===== src/rtl/traffic_pkg.sv =====
`default_nettype none
// ============================================================================
// Module      : traffic_pkg
// Description : Shared state encoding, default timing constants and helpers
//               for the traffic intersection controller.
// Revision    : 1.0 - initial release
// ============================================================================
package traffic_pkg;

  // Controller states; 3-bit explicit encoding.
  typedef enum logic [2:0] {
    ST_IDLE        = 3'd0,
    ST_ALL_RED     = 3'd1,
    ST_RED_YELLOW  = 3'd2,
    ST_GREEN       = 3'd3,
    ST_GREEN_BLINK = 3'd4,
    ST_YELLOW      = 3'd5
  } state_t;

  // Default timing (in 10 Hz ticks unless noted).
  localparam int c_num_phases     = 2;
  localparam int c_tw             = 8;
  localparam int c_t_red_yellow   = 10;
  localparam int c_t_min_green    = 40;
  localparam int c_t_green        = 150;
  localparam int c_t_green_blink  = 40;
  localparam int c_t_yellow       = 30;
  localparam int c_t_all_red      = 20;
  localparam int c_blink_ticks    = 5;
  localparam int c_debounce_ticks = 50;  // in 1 kHz deb_tick samples

  // States in which the blink generator runs.
  function automatic logic is_blink_state(input state_t s);
    return (s == ST_IDLE) || (s == ST_GREEN_BLINK);
  endfunction

endpackage
`default_nettype wire


===== src/rtl/ped_debounce.sv =====
`default_nettype none
// ============================================================================
// Module      : ped_debounce
// Description : Synchronises a raw pedestrian button, debounces it on the
//               deb_tick strobe and latches the resulting demand until it is
//               cleared by the controller.
// Revision    : 1.0 - initial release
// ============================================================================
module ped_debounce
  import traffic_pkg::*;
#(
  parameter int DEBOUNCE_TICKS = c_debounce_ticks
) (
  input  logic clk,
  input  logic rst,
  input  logic i_deb_tick,
  input  logic i_ped_req,
  input  logic i_clr,
  output logic o_latched
);

  localparam int CW = $clog2(DEBOUNCE_TICKS + 1);
  localparam logic [CW-1:0] c_cnt_last = CW'(DEBOUNCE_TICKS - 1);
  localparam logic [CW-1:0] c_cnt_sat  = CW'(DEBOUNCE_TICKS);

  logic [1:0]    r_sync;
  logic [CW-1:0] r_cnt;
  logic          r_latched;
  logic          w_set;

  // The count saturates one above the trigger value so a held button latches
  // only once per press, even after the controller has cleared the demand.
  assign w_set     = i_deb_tick && r_sync[1] && (r_cnt == c_cnt_last);
  assign o_latched = r_latched;

  // Two-flop synchroniser for the asynchronous button input.
  always_ff @(posedge clk) begin
    if (rst) begin
      r_sync <= 2'b00;
    end else begin
      r_sync <= {r_sync[0], i_ped_req};
    end
  end

  // Consecutive-sample counter and demand latch; clear has priority over set.
  always_ff @(posedge clk) begin
    if (rst) begin
      r_cnt     <= '0;
      r_latched <= 1'b0;
    end else begin
      if (i_deb_tick) begin
        if (!r_sync[1]) begin
          r_cnt <= '0;
        end else if (r_cnt != c_cnt_sat) begin
          r_cnt <= r_cnt + CW'(1);
        end
      end
      if (i_clr) begin
        r_latched <= 1'b0;
      end else if (w_set) begin
        r_latched <= 1'b1;
      end
    end
  end

endmodule
`default_nettype wire


===== src/rtl/traffic_intersection_ctrl.sv =====
`default_nettype none
// ============================================================================
// Module      : traffic_intersection_ctrl
// Description : Multi-phase intersection controller with fixed or actuated
//               phase rotation, pedestrian demand, emergency preemption and a
//               flashing-yellow standby mode. All lamp outputs are registered.
// Revision    : 1.0 - initial release
// ============================================================================
module traffic_intersection_ctrl
  import traffic_pkg::*;
#(
  parameter  int NUM_PHASES     = c_num_phases,
  parameter  int TW             = c_tw,
  parameter  int T_RED_YELLOW   = c_t_red_yellow,
  parameter  int T_MIN_GREEN    = c_t_min_green,
  parameter  int T_GREEN        = c_t_green,
  parameter  int T_GREEN_BLINK  = c_t_green_blink,
  parameter  int T_YELLOW       = c_t_yellow,
  parameter  int T_ALL_RED      = c_t_all_red,
  parameter  int BLINK_TICKS    = c_blink_ticks,
  parameter  int DEBOUNCE_TICKS = c_debounce_ticks,
  localparam int PW             = (NUM_PHASES > 1) ? $clog2(NUM_PHASES) : 1
) (
  input  logic                  clk,
  input  logic                  rst,
  input  logic                  tick,
  input  logic                  deb_tick,
  input  logic                  enable,
  input  logic                  actuated,
  input  logic [NUM_PHASES-1:0] car_req,
  input  logic [NUM_PHASES-1:0] ped_req,
  input  logic                  preempt,
  input  logic [PW-1:0]         preempt_phase,
  output logic [NUM_PHASES-1:0] car_red,
  output logic [NUM_PHASES-1:0] car_yellow,
  output logic [NUM_PHASES-1:0] car_green,
  output logic [NUM_PHASES-1:0] ped_red,
  output logic [NUM_PHASES-1:0] ped_green,
  output logic [NUM_PHASES-1:0] ped_latched,
  output logic [PW-1:0]         active_phase,
  output logic [TW-1:0]         remaining
);

  localparam int BW = (BLINK_TICKS > 1) ? $clog2(BLINK_TICKS) : 1;

  localparam logic [TW-1:0] c_last_ry  = TW'(T_RED_YELLOW - 1);
  localparam logic [TW-1:0] c_last_min = TW'(T_MIN_GREEN - 1);
  localparam logic [TW-1:0] c_last_g   = TW'(T_GREEN - 1);
  localparam logic [TW-1:0] c_last_gb  = TW'(T_GREEN_BLINK - 1);
  localparam logic [TW-1:0] c_last_y   = TW'(T_YELLOW - 1);
  localparam logic [TW-1:0] c_last_ar  = TW'(T_ALL_RED - 1);
  localparam logic [BW-1:0] c_blink_last = BW'(BLINK_TICKS - 1);
  localparam logic [PW-1:0] c_phase_max  = PW'(NUM_PHASES - 1);

  // Final counter value of each timed state; IDLE reports zero.
  function automatic logic [TW-1:0] f_last(input state_t s);
    case (s)
      ST_ALL_RED:     return c_last_ar;
      ST_RED_YELLOW:  return c_last_ry;
      ST_GREEN:       return c_last_g;
      ST_GREEN_BLINK: return c_last_gb;
      ST_YELLOW:      return c_last_y;
      default:        return '0;
    endcase
  endfunction

  state_t                r_state, w_state_nxt;
  logic [TW-1:0]         r_cnt, w_cnt_nxt;
  logic [PW-1:0]         r_phase, w_phase_nxt, w_phase_inc, w_phase_sel;
  logic                  r_blink, w_blink_nxt;
  logic [BW-1:0]         r_blink_cnt, w_blink_cnt_nxt;
  logic [NUM_PHASES-1:0] w_demand, w_self, w_ped_clr;
  logic                  w_preempt_valid, w_preempt_other, w_preempt_hold;
  logic                  w_other_demand, w_timer_last, w_min_done, w_found;
  logic                  w_green_entry;
  int                    w_idx;

  logic [NUM_PHASES-1:0] w_car_red, w_car_yellow, w_car_green;
  logic [NUM_PHASES-1:0] w_ped_red, w_ped_green;
  logic [TW-1:0]         w_rem_nxt;
  logic [NUM_PHASES-1:0] r_car_red, r_car_yellow, r_car_green;
  logic [NUM_PHASES-1:0] r_ped_red, r_ped_green;
  logic [TW-1:0]         r_remaining;

  // Demand from detectors and latched pedestrian calls, excluding the served phase.
  assign w_demand        = car_req | ped_latched;
  assign w_self          = NUM_PHASES'(1) << r_phase;
  assign w_other_demand  = actuated && (|(w_demand & ~w_self));
  assign w_preempt_valid = preempt && (int'(preempt_phase) < NUM_PHASES);
  assign w_preempt_other = w_preempt_valid && (preempt_phase != r_phase);
  assign w_preempt_hold  = w_preempt_valid && (preempt_phase == r_phase);
  assign w_timer_last    = (r_cnt == f_last(r_state));
  assign w_min_done      = (r_cnt >= c_last_min);

  // Phase to serve after the coming all-red: preemption, then demand search, then rotation.
  always_comb begin
    w_phase_inc = (r_phase == c_phase_max) ? '0 : r_phase + PW'(1);
    w_phase_sel = w_phase_inc;
    w_found     = 1'b0;
    w_idx       = 0;
    if (actuated) begin
      for (int k = 1; k <= NUM_PHASES; k++) begin
        w_idx = int'(r_phase) + k;
        if (w_idx >= NUM_PHASES) w_idx = w_idx - NUM_PHASES;
        if (!w_found && w_demand[w_idx]) begin
          w_found     = 1'b1;
          w_phase_sel = PW'(w_idx);
        end
      end
    end
    if (w_preempt_valid) w_phase_sel = preempt_phase;
  end

  // Next-state, tick counter and phase pointer; timed transitions only on tick.
  always_comb begin
    w_state_nxt = r_state;
    w_cnt_nxt   = r_cnt;
    w_phase_nxt = r_phase;
    if (!enable) begin
      w_state_nxt = ST_IDLE;
      w_cnt_nxt   = '0;
      w_phase_nxt = '0;
    end else if (tick) begin
      case (r_state)
        ST_IDLE: begin
          w_state_nxt = ST_ALL_RED;
          w_cnt_nxt   = '0;
          w_phase_nxt = '0;
        end
        ST_ALL_RED: begin
          if (w_timer_last) begin
            w_state_nxt = ST_RED_YELLOW;
            w_cnt_nxt   = '0;
          end else begin
            w_cnt_nxt = r_cnt + TW'(1);
          end
        end
        ST_RED_YELLOW: begin
          if (w_timer_last) begin
            w_state_nxt = ST_GREEN;
            w_cnt_nxt   = '0;
          end else begin
            w_cnt_nxt = r_cnt + TW'(1);
          end
        end
        ST_GREEN: begin
          if (w_preempt_other) begin
            w_state_nxt = ST_YELLOW;
            w_cnt_nxt   = '0;
          end else if (w_preempt_hold) begin
            // Hold green for the emergency vehicle; counter parks at the maximum.
            if (!w_timer_last) w_cnt_nxt = r_cnt + TW'(1);
          end else if (w_min_done && w_other_demand) begin
            w_state_nxt = ST_GREEN_BLINK;
            w_cnt_nxt   = '0;
          end else if (w_timer_last) begin
            // Actuated mode with nobody waiting rests in green.
            if (!actuated || w_other_demand) begin
              w_state_nxt = ST_GREEN_BLINK;
              w_cnt_nxt   = '0;
            end
          end else begin
            w_cnt_nxt = r_cnt + TW'(1);
          end
        end
        ST_GREEN_BLINK: begin
          if (w_preempt_other || w_timer_last) begin
            w_state_nxt = ST_YELLOW;
            w_cnt_nxt   = '0;
          end else begin
            w_cnt_nxt = r_cnt + TW'(1);
          end
        end
        ST_YELLOW: begin
          if (w_timer_last) begin
            w_state_nxt = ST_ALL_RED;
            w_cnt_nxt   = '0;
            w_phase_nxt = w_phase_sel;
          end else begin
            w_cnt_nxt = r_cnt + TW'(1);
          end
        end
        default: begin
          w_state_nxt = ST_IDLE;
          w_cnt_nxt   = '0;
          w_phase_nxt = '0;
        end
      endcase
    end
  end

  // Blink generator: runs while staying in a blink state, cleared whenever leaving one.
  always_comb begin
    w_blink_nxt     = r_blink;
    w_blink_cnt_nxt = r_blink_cnt;
    if (!is_blink_state(w_state_nxt)) begin
      w_blink_nxt     = 1'b0;
      w_blink_cnt_nxt = '0;
    end else if (tick && is_blink_state(r_state)) begin
      if (r_blink_cnt == c_blink_last) begin
        w_blink_nxt     = ~r_blink;
        w_blink_cnt_nxt = '0;
      end else begin
        w_blink_cnt_nxt = r_blink_cnt + BW'(1);
      end
    end
  end

  // Lamp decode from the next state so the registered lamps line up with it.
  always_comb begin
    w_car_red    = '0;
    w_car_yellow = '0;
    w_car_green  = '0;
    w_ped_red    = '0;
    w_ped_green  = '0;
    if (w_state_nxt == ST_IDLE) begin
      w_car_yellow = {NUM_PHASES{w_blink_nxt}};
    end else begin
      w_car_red = '1;
      for (int p = 0; p < NUM_PHASES; p++) begin
        if (PW'(p) == w_phase_nxt) begin
          case (w_state_nxt)
            ST_RED_YELLOW: w_car_yellow[p] = 1'b1;
            ST_GREEN: begin
              w_car_red[p]   = 1'b0;
              w_car_green[p] = 1'b1;
              w_ped_green[p] = 1'b1;
            end
            ST_GREEN_BLINK: begin
              w_car_red[p]   = 1'b0;
              w_car_green[p] = w_blink_nxt;
              w_ped_green[p] = w_blink_nxt;
            end
            ST_YELLOW: begin
              w_car_red[p]    = 1'b0;
              w_car_yellow[p] = 1'b1;
            end
            default: ;
          endcase
        end
      end
      w_ped_red = ~w_ped_green;
    end
  end

  assign w_rem_nxt = f_last(w_state_nxt) - w_cnt_nxt;

  // Controller state and registered outputs.
  always_ff @(posedge clk) begin
    if (rst) begin
      r_state      <= ST_IDLE;
      r_cnt        <= '0;
      r_phase      <= '0;
      r_blink      <= 1'b0;
      r_blink_cnt  <= '0;
      r_car_red    <= '0;
      r_car_yellow <= '0;
      r_car_green  <= '0;
      r_ped_red    <= '0;
      r_ped_green  <= '0;
      r_remaining  <= '0;
    end else begin
      r_state      <= w_state_nxt;
      r_cnt        <= w_cnt_nxt;
      r_phase      <= w_phase_nxt;
      r_blink      <= w_blink_nxt;
      r_blink_cnt  <= w_blink_cnt_nxt;
      r_car_red    <= w_car_red;
      r_car_yellow <= w_car_yellow;
      r_car_green  <= w_car_green;
      r_ped_red    <= w_ped_red;
      r_ped_green  <= w_ped_green;
      r_remaining  <= w_rem_nxt;
    end
  end

  // A phase's pedestrian call is served when its green starts; standby drops all calls.
  assign w_green_entry = (w_state_nxt == ST_GREEN) && (r_state != ST_GREEN);

  generate
    for (genvar g = 0; g < NUM_PHASES; g++) begin : g_ped
      assign w_ped_clr[g] = !enable || (w_green_entry && (w_phase_nxt == PW'(g)));

      ped_debounce #(
        .DEBOUNCE_TICKS (DEBOUNCE_TICKS)
      ) u_ped_debounce (
        .clk        (clk),
        .rst        (rst),
        .i_deb_tick (deb_tick),
        .i_ped_req  (ped_req[g]),
        .i_clr      (w_ped_clr[g]),
        .o_latched  (ped_latched[g])
      );
    end
  endgenerate

  assign car_red      = r_car_red;
  assign car_yellow   = r_car_yellow;
  assign car_green    = r_car_green;
  assign ped_red      = r_ped_red;
  assign ped_green    = r_ped_green;
  assign active_phase = r_phase;
  assign remaining    = r_remaining;

endmodule
`default_nettype wire


===== config.mk =====
export PLATFORM = sky130hd
export DESIGN_NAME = traffic_intersection_ctrl
export DESIGN_NICKNAME = d
export VERILOG_FILES = /design/src/rtl/traffic_pkg.sv /design/src/rtl/ped_debounce.sv /design/src/rtl/traffic_intersection_ctrl.sv
export SDC_FILE = /design/constraint.sdc
export NUM_CORES = 1
export LEC_CHECK = 0
export ABC_CLOCK_PERIOD_IN_PS = 4100
export BUFFER_PORTS_ARGS = -buffer_cell sky130_fd_sc_hd__buf_2
export CAP_MARGIN = 20
export CORE_MARGIN = 2
export CORE_UTILIZATION = 40
export DETAILED_ROUTE_END_ITERATION = 16
export PLACE_DENSITY_LB_ADDON = 0.2
export SLEW_MARGIN = 10
export SYNTH_ARGS = -nofsm -noshare
export SYNTH_HDL_FRONTEND = slang
export SYNTH_SLANG_ARGS = --single-unit
export TNS_END_PERCENT = 5

===== constraint.sdc =====
create_clock -name clk -period 4.1 [get_ports clk]
set_clock_uncertainty 0.2 [all_clocks]
set_input_delay 0 -clock clk [delete_from_list [all_inputs] [get_ports clk]]
set_output_delay 0 -clock clk [all_outputs]
set_load 0.01 [all_outputs]

# --- Word level (Yosys, flattened, before mapping) ---
# Index checks and enable logic that the tools add are counted.
op_classes:
  n_eq_ne: 21
  add_sub_neg: 10
  bitwise_logic: 7
  muxes: 66
  n_reduce_logical: 35
  magnitude_cmp: 5
  n_shift: 1
op_table:
  columns: ["op", "n"]
  rows:
  - ["$mux 32", 4]
  - ["$mux 8", 10]
  - ["$pmux 8 s5", 2]
  - ["$lt 32x3->1 const B", 2]
  - ["$mux 3", 12]
  - ["$mux 1", 29]
  - ["$mux 6", 4]
  - ["$pmux 8 s3", 1]
  - ["$pmux 3 s6", 1]
  - ["$eq 3x3->1 const B", 5]
  - ["$logic_and 1x1->1", 13]
  - ["$add 6x1->6 const B", 2]
  - ["$eq 3x2->1 const B", 4]
  - ["$eq 6x6->1 const B", 2]
  - ["$ne 6x6->1 const B", 2]
  - ["$reduce_or 2->1", 6]
  - ["$add 8x1->8 const B", 1]
  - ["$eq 8x8->1", 1]
  - ["$ge 8x6->1 const B", 1]
  - ["$sub 8x8->8", 1]
  - ["$eq 3x1->1 const B", 2]
  - ["$logic_not 3->1", 2]
  - ["$logic_or 1x1->1", 6]
  - ["$reduce_or 3->1", 2]
  - ["22 further kinds", 30]
word_totals:
  reg_bits: 52
  output_inout_bits: 21
  elab_cells: 162
  inputBits: 12

# --- Depth between registers and ports, before layout ---
# Gate-level depths: netlist (run 1).
depth:
  word_depth: 22
  ltp_mapped: 22
  depth_no_buf: 19

# --- By module ---
# From an unflattened synthesis (run 1), not the netlist that was laid out.
hier_totals:
  cells_unflattened: 409
  hier_area_um2: 3263.1
by_module_without_submodules:
  columns: ["mod", "instances", "area_per_inst_um2", "seq_area_each_um2", "cells_each"]
  rows:
  - ["traffic_intersection_ctrl", 1, 2397.3, 640.6, 309]
  - ["ped_debounce", 2, 432.9, 180.2, 50]

# --- Least setup slack after synthesis (run 1) ---
# No wires, ideal clock.
synth_timing:
  path_type: "flip-flop to flip-flop"
  startpoint: "register r_state[2]"
  endpoint: "register r_remaining[7], in the netlist remaining[7]"
  setup_ps: 123
  stages_incl_launch_ff: 19
  synth_period_minus_slack_ps: 4167
  required_ps: 3777
  t_arrival_ps: 3843
  path_buffers: 1
  slack_ps: -67
  path_cell_list: "dfxtp_1 buf_4 nand3b_2 xnor2_1 a311o_1 or4_1 o211a_1 nand2_1 nand3_1 inv_1 ha_1 nor2b_1 o21ai_0 a21oi_1 o21a_1 o21a_1 o22ai_1 xor2_1 mux2_1"
synth_via:
  elab_chain_len: 13
  elab_cells_between_ends: 39
  classes_between: "add/sub: 1; eq/ne: 11; mux: 24; reduce/logical: 3"
synth_lines:
  columns: ["item", "line", "text"]
  rows:
  - ["start: declaration", "traffic_intersection_ctrl.sv:67", "state_t r_state, w_state_nxt;"]
  - ["start signal: assignment", "traffic_intersection_ctrl.sv:263", "r_state <= w_state_nxt;"]
  - ["$eq 3x3->1, or another cell as far along", "traffic_intersection_ctrl.sv:57, traffic_intersection_ctrl.sv:124", null]
  - ["$pmux 8 s5", "traffic_intersection_ctrl.sv:57", "case (s)"]
  - ["$eq 8x8->1", "traffic_intersection_ctrl.sv:92", "assign w_timer_last = (r_cnt == f_last(r_state));"]
  - ["$mux 3", "traffic_intersection_ctrl.sv:156", "end else if (w_timer_last) begin"]
  - ["$mux 3", "traffic_intersection_ctrl.sv:153", "end else if (w_min_done && w_other_demand) begin"]
  - ["$mux 3", "traffic_intersection_ctrl.sv:150", "end else if (w_preempt_hold) begin"]
  - ["$mux 3", "traffic_intersection_ctrl.sv:147", "if (w_preempt_other) begin"]
  - ["$pmux 3 s6", "traffic_intersection_ctrl.sv:124", "case (r_state)"]
  - ["$mux 3", "traffic_intersection_ctrl.sv:123", "end else if (tick) begin"]
  - ["$mux 3", "traffic_intersection_ctrl.sv:119", "if (!enable) begin"]
  - ["$eq 3x3->1, or another cell as far along", "traffic_intersection_ctrl.sv:57", null]
  - ["$pmux 8 s5", "traffic_intersection_ctrl.sv:57", null]
  - ["$sub 8x8->8 *", "traffic_intersection_ctrl.sv:246", "assign w_rem_nxt = f_last(w_state_nxt) - w_cnt_nxt;"]
  - ["end signal: assignment", "traffic_intersection_ctrl.sv:273", "r_remaining <= w_rem_nxt;"]
  - ["end: declaration", "traffic_intersection_ctrl.sv:83", "logic [TW-1:0] r_remaining;"]
# Every way passes the cells marked *; elsewhere a longest branch is shown, timed or not.
# A chain may end at the register's enable or synchronous reset.

# --- Final worst setup path (run 1) ---
layout_timing:
  startpoint: "register r_state[1]"
  endpoint: "register r_remaining[7], in the netlist remaining[7]"
# Same word-level chain as after synthesis.

==> out/metrics.cfg, run 1 <==
[timing]
relSlewSlack=0.5290
fin_crit_sh=0.9843
fmax_ghz=0.2478
tightest_slew_ps=706.5
finalHoldViolCount=0
grt_setup_unrepaired=yes
finalSetupViolations=0
holdWs_ps=24.25
period_minus_slack_ps=4036
report.final.slew_viol_count=0
worst_slack_ps=64.41

[critical_path]
path_class=register to register
r2r_slack_ps=60
critPathCaptureType=register
rr_worst_depth=19
r2r_end=remaining[7]
cp-start-kind=register
critPathArrivalTime_ps=4030
slowest_delay_ps=380
worstPathRequired_ps=4090
crit_fanout=7
slowest_stage=dfxtp_4
cp_cell_sequence=buf_6 > nand2_4 > buf_6 > nand4b_1 > a311oi_2 > nand3_2 > buf_8 > a211o_1 > buf_6 > buf_6 > a21o_1 > ha_4 > o21ai_4 > a21oi_2 > o21a_1 > o21a_1 > o22ai_2 > xor2_1 > mux2_1
critPathMostFrequentCell=buf_6
r2r-start=r_state[1]

[final_layout]
nNetsFinal=524
utilization=0.5631
antenna_cells=0
areaGrowthSynthToFinish_pct=36.55
fin_cells=598
layout-drive-gt1-share=0.3427
finish.instance_area_um2=4352

[die]
io-pin-count=33
die_w_um=93.26
die_area_um2=8697
start_util=0.4124
rows=32
die_h_um=93.26
core_um2=7727

[logic_synthesis]
syn_area_um2=3187
postSynthCellCount=398
yosysWarningCount=0
synth_commonest_cells=50 x dfxtp_1, 42 x nor2_1, 29 x nand2_1, 27 x a21oi_1, 22 x nor3_1
synth_area_per_cell_um2=8.007
synth-edff-count=0
syn_nets=427
ys_ff_latch=50
yosys.cell_count.top_type=dfxtp_1
ys_types=69
synth_ff_type=dfxtp_1
synthDominantAreaCellType=dfxtp_1
synthTopCellsByArea=dfxtp_1 31%, ha_1 6.3%, nor2_1 4.9%, a21oi_1 4.2%, nor3_1 3.5%
ys_seq_area_frac=0.3141
synthDominantCellAreaShare=0.3141
synthArstFlopShare=0

[min_path]
min_path_cells=2
worst_hold_startpoint=rst
hp-class=input pin to register
min_to=remaining[1]

[place]
placement.cell_area_um2=3842
placedCellCount=571
gp_congestion=0.9157
place_ws_ps=-122.8
portBuffers=32
hpwlAfterDp_um=6475

[clock_tree]
clk_latency_ps=300
cts_tree=built
clkSinkCount=50
cts_root_buf=clkbuf_8
clockBufferDepth=2
path_clk_slew_ps=80
htreeDepth=2
numCtsBuffers=5

[route]
drc_errors=0
drt-total-wl_um=9008
vias_per_cell=5.443
drtPass1Iterations=5
detail-route-antenna-nets=0
drtIter0Drc=257
num_vias=3255
wl_per_cell_um=15.06

[grt]
overflow=0
track_usage=0.2053
grt_pass1_vias=3055
grt_pass1_wl_um=14390
grt_max_degree=42
antenna_found_initial=0

[flow_run]
maxCapViolCount=0

[power]
powerDensity_nw_per_um2=327.1
peakVddDrop_uv=253.0
p_leak_nw=1.829

[run_status]
status=completed

[layout by cell type (no fill, tap or decap), types with 6 or more instances in the layout]
| cell | Yosys | layout |
|---|---|---|
| a21boi_0 | 6 | 6 |
| a21oi_1 | 27 | 21 |
| buf_2 | 5 | 32 |
| buf_4 | 7 | 71 |
| buf_6 | 0 | 8 |
| dfxtp_1 | 50 | 46 |
| ha_1 | 16 | 13 |
| inv_1 | 20 | 20 |
| nand2_1 | 29 | 26 |
| nand3_1 | 15 | 13 |
| nand4_1 | 7 | 7 |
| nor2_1 | 42 | 41 |
| nor2b_1 | 12 | 7 |
| nor3_1 | 22 | 20 |
| o21ai_0 | 19 | 16 |
| xnor2_1 | 7 | 7 |
| xor2_1 | 7 | 7 |
[metrics by stage]
stage | total power, mW | TNS (ps)
finish | 1.423 | 0
floorplan | 0.7868 | 0
global route | 1.500 | -276.4
global placement | 0.9572 | -68.02
CTS | 1.333 | 0
detailed placement | 0.9646 | -170.9
[critical path, delay by kind of cell, from the launching register on]
family                     cells  cell delay (ps)
buffers and inverters          5              670
muxes                          1              330
and+or+nand+nor                3              410
xor gates and xnor gates       1              170
AOI/OAI and AO/OA              8             1500
adders and majority gates      1              260
DFF                            1              380
[cell type report]
| class | count | area (um^2) |
|---|---|---|
| timing repair buffer | 115 | 828.3 |
| tap | 102 | 127.6 |
| multi-input combinational | 302 | 2197 |
| clock inverter | 1 | 30.03 |
| fill | 725 | 3376 |
| inverter | 21 | 78.83 |
| clock buffer | 7 | 76.32 |
| sequential | 50 | 1013 |
[worst max path at each step]
stage	endpoint	slack, ps	startpoint
finish	remaining[7]	60	r_state[1]
global route	remaining[7]	-150	r_state[1]
CTS	remaining[6]	1	r_state[2]
detailed placement	remaining[7]	-120	r_state[2]
global placement	remaining[7]	-70	r_state[2]
floorplan	remaining[7]	20	r_state[2]
[report_power, final]
part / leakage (nW) / switching, mW / total, mW / internal [mW]
Clock: 0.0524 / 0.158 / 0.341 / 0.183
Sequential: 0.409 / 0.0169 / 0.534 / 0.517
Combinational: 1.37 / 0.272 / 0.548 / 0.276
[logic make-up (layout without fill, tap and decap cells)]
kind of cell,after synthesis,in the layout,share of synthesized area
adders and majority gates,17,17,0.06910
and+or+nand+nor,158,158,0.2552
buffers and inverters,46,144,0.06439
muxes,4,4,0.01335
DFF,50,50,0.3141
AOI/OAI and AO/OA,109,109,0.2454
xor gates and xnor gates,14,14,0.03848
[metal layers]
layer  GRT usage  vias to the layer above  wire [um]
met5           0                        -          0
met2      0.3237                       95       4189
met3     0.03223                       13        414
met4     0.08456                        0        154
li1            -                     1631          -
met1      0.2796                     1516       4250
[registers in the layout (all words and copies together) (netlist names)]
signal,flops
car_green,2
r_blink_cnt,3
ped_red,2
car_yellow,2
active_phase,1
r_state,3
car_red,2
remaining,8
g_ped.u_ped_debounce.r_sync,4
r_cnt,8
g_ped.u_ped_debounce.r_cnt,12
g_ped.u_ped_debounce.o_latched,2
r_blink,1
[what timing repair did]
| item | in CTS | in global routing |
|---|---|---|
| pin swaps | 6 | 27 |
| hold buffers | 3 | 0 |
| buffers inserted | 3 | 13 |
| endpoints found under the setup margin | 2 | 3 |
| cloned | 0 | 0 |
| endpoints found under the hold margin | 12 | 0 |
| gates resized for setup | 16 | 47 |
(Power assumes the default switching activity.)
==> inputs of run 2 (changes only) <==
--- a/config.mk
+++ b/config.mk
@@ -5,9 +5,9 @@
 export SDC_FILE = /design/constraint.sdc
 export NUM_CORES = 1
 export LEC_CHECK = 0
-export ABC_CLOCK_PERIOD_IN_PS = 4100
+export ABC_CLOCK_PERIOD_IN_PS = 4990
 export BUFFER_PORTS_ARGS = -buffer_cell sky130_fd_sc_hd__buf_2
-export CAP_MARGIN = 20
+export CAP_MARGIN = 30
 export CORE_MARGIN = 2
 export CORE_UTILIZATION = 40
 export DETAILED_ROUTE_END_ITERATION = 16
==> constraint.sdc (replaced) <==
create_clock -name clk -period 4.99 [get_ports clk]
set_clock_uncertainty 0.2 [all_clocks]
set_input_delay 0 -clock clk [delete_from_list [all_inputs] [get_ports clk]]
set_output_delay 0 -clock clk [all_outputs]
set_load 0.01 [all_outputs]
==> run 2 against run 1 <==
Effect of this change: via count decreased by 12%; total power is 29% lower; sequential power fell by 18%; cell count shrank 13%; flip-flop and latch count is the same; first-iteration DRC count decreased by 3.9%; clock power shrank 13%; largest cell class unchanged; highest routed layer unchanged.
==> out/metrics.cfg, run 2 (synthesized netlist as in run 1, its figures left out) <==
[run_status]
status=completed

[critical_path]
cp-start-kind=register
critPathCaptureType=register
critPathMostFrequentCell=o21a_1
slowest_stage=or4_1
slowest_delay_ps=590
cpLargestDelayFamily=simple AND/OR/NAND/NOR gates
cp_num_buf_inv=2
worstPathRequired_ps=4980
crit_fanout=11
critPathArrivalTime_ps=4630
path_class=register to register
cp_cell_sequence=buf_4 > nor3b_1 > nor3_1 > o32a_1 > or4_1 > o211a_1 > nand2_1 > nand3_1 > inv_1 > ha_1 > nor2b_1 > o21ai_1 > a21oi_1 > o21a_1 > o21a_1 > o22ai_1 > xor2_1 > mux2_1

[clock_tree]
cts_setup_buffers=0
clockBufferDepth=2
numCtsBuffers=5
htreeDepth=2
clkSinkCount=50
clk_latency_ps=300
cts_root_buf=clkbuf_8
path_clk_slew_ps=100
cts_tree=built

[grt]
gr-usage-met1=0.2567
grt_max_degree=42
grt_pass1_vias=2665
grt.met2_usage=0.3046
overflow=0
busiest_layer=met2
track_usage=0.1853
grt_use_met3=0.02820
grt_pass1_wl_um=12990
antenna_found_initial=0

[flow_run]
maxCapViolCount=0

[timing]
tightest_slew_ps=782.6
finalSetupViolations=0
holdWs_ps=58.64
worst_slack_ps=351.6
period_minus_slack_ps=4638
final.setup.tns_ps=0
fin_crit_sh=0.9295
report.final.slew_viol_count=0
grt_setup_unrepaired=no
relSlewSlack=0.4783
fmax_ghz=0.2156
finalHoldViolCount=0

[final_layout]
mostFrequentLayoutCell=dfxtp_1
layout_common_cells=48 x dfxtp_1, 42 x nor2_1, 32 x buf_2
layout-drive-gt1-share=0.1473
areaGrowthSynthToFinish_pct=10.99
fin_cells=523
antenna_cells=0
nNetsFinal=449
largest_reg_flops=12
top_register=g_ped.u_ped_debounce.r_cnt
fillers=768

[route]
wl_per_cell_um=14.73
drtPass1Iterations=4
drc_errors=0
drtIter0Drc=247
detail-route-antenna-nets=0
num_vias=2869
vias_per_cell=5.486
drt-total-wl_um=7706

[power]
total_power_mw=1.012
p_leak_nw=1.388
powerDensity_nw_per_um2=286.0
peakVddDrop_uv=216.0

[die]
start_util=0.4124
die_w_um=93.26
rows=32
core_um2=7727
die_h_um=93.26
io-pin-count=33
die_area_um2=8697

[place]
place_ws_ps=175.8
hpwlAfterDp_um=5610
gp_congestion=0.8576
placedCellCount=511
portBuffers=32

[min_path]
hp-class=input pin to register

run 2: cell count changes in the layout (fill, tap and decap cells not counted), moves of 5 or more:
cell,change
buf_4,-67
nor2b_1,+5
a21oi_2,-5
buf_6,-8
a21oi_1,+6
run 2: repair_timing:
item                                    4_1_cts  5_1_grt
endpoints found under the hold margin        16        0
gates resized for setup                       0        3
hold buffers                                  4        0
endpoints found under the setup margin        0        2
run 2: layout make-up:
class,instances,area (um^2),area share
Inverter,21,78.83,0.02229
Tap cell,102,127.6,0.03608
Sequential cell,50,1003,0.2837
Clock buffer,5,68.82,0.01946
Multi-Input combinational cell,302,1981,0.5600
Clock inverter,3,47.55,0.01344
Timing Repair Buffer,40,230.2,0.06509
run 2: layer usage:
layer / vias up / wire length (um) / share of wire
met5: - / 0 / 0
met3: 2 / 297 / 0.039
li1: 1474 / - / -
met1: 1341 / 3833 / 0.50
met4: 0 / 38 / 0.0049
met2: 52 / 3537 / 0.46
run 2: final timing paths:
| check | from | end | slack [ps] | depth (start not counted) |
|---|---|---|---|---|
| worst min-delay path | rst | remaining[1] | 60 | 2 |
| worst min register to register | g_ped[0].u_ped_debounce.r_sync[0] | g_ped[0].u_ped_debounce.r_sync[1] | 250 | 1 |
| worst max-delay path | r_state[0] | remaining[7] | 350 | 18 |
| worst max register to register | r_state[0] | remaining[7] | 350 | 18 |
run 2: stage by stage:
step	cell area [um^2]	util
3_5_place_dp	3378	0.4372
5_1_grt	3537	0.4577
4_1_cts	3535	0.4574
3_3_place_gp	3378	0.4372
2_1_floorplan	3187	-
6_report	3537	0.4577
run 2: power by group:
part | switching (mW) | internal, mW
logic | 0.166 | 0.111
registers | 0.0121 | 0.425
clock network | 0.144 | 0.153
total | 0.322 | 0.689
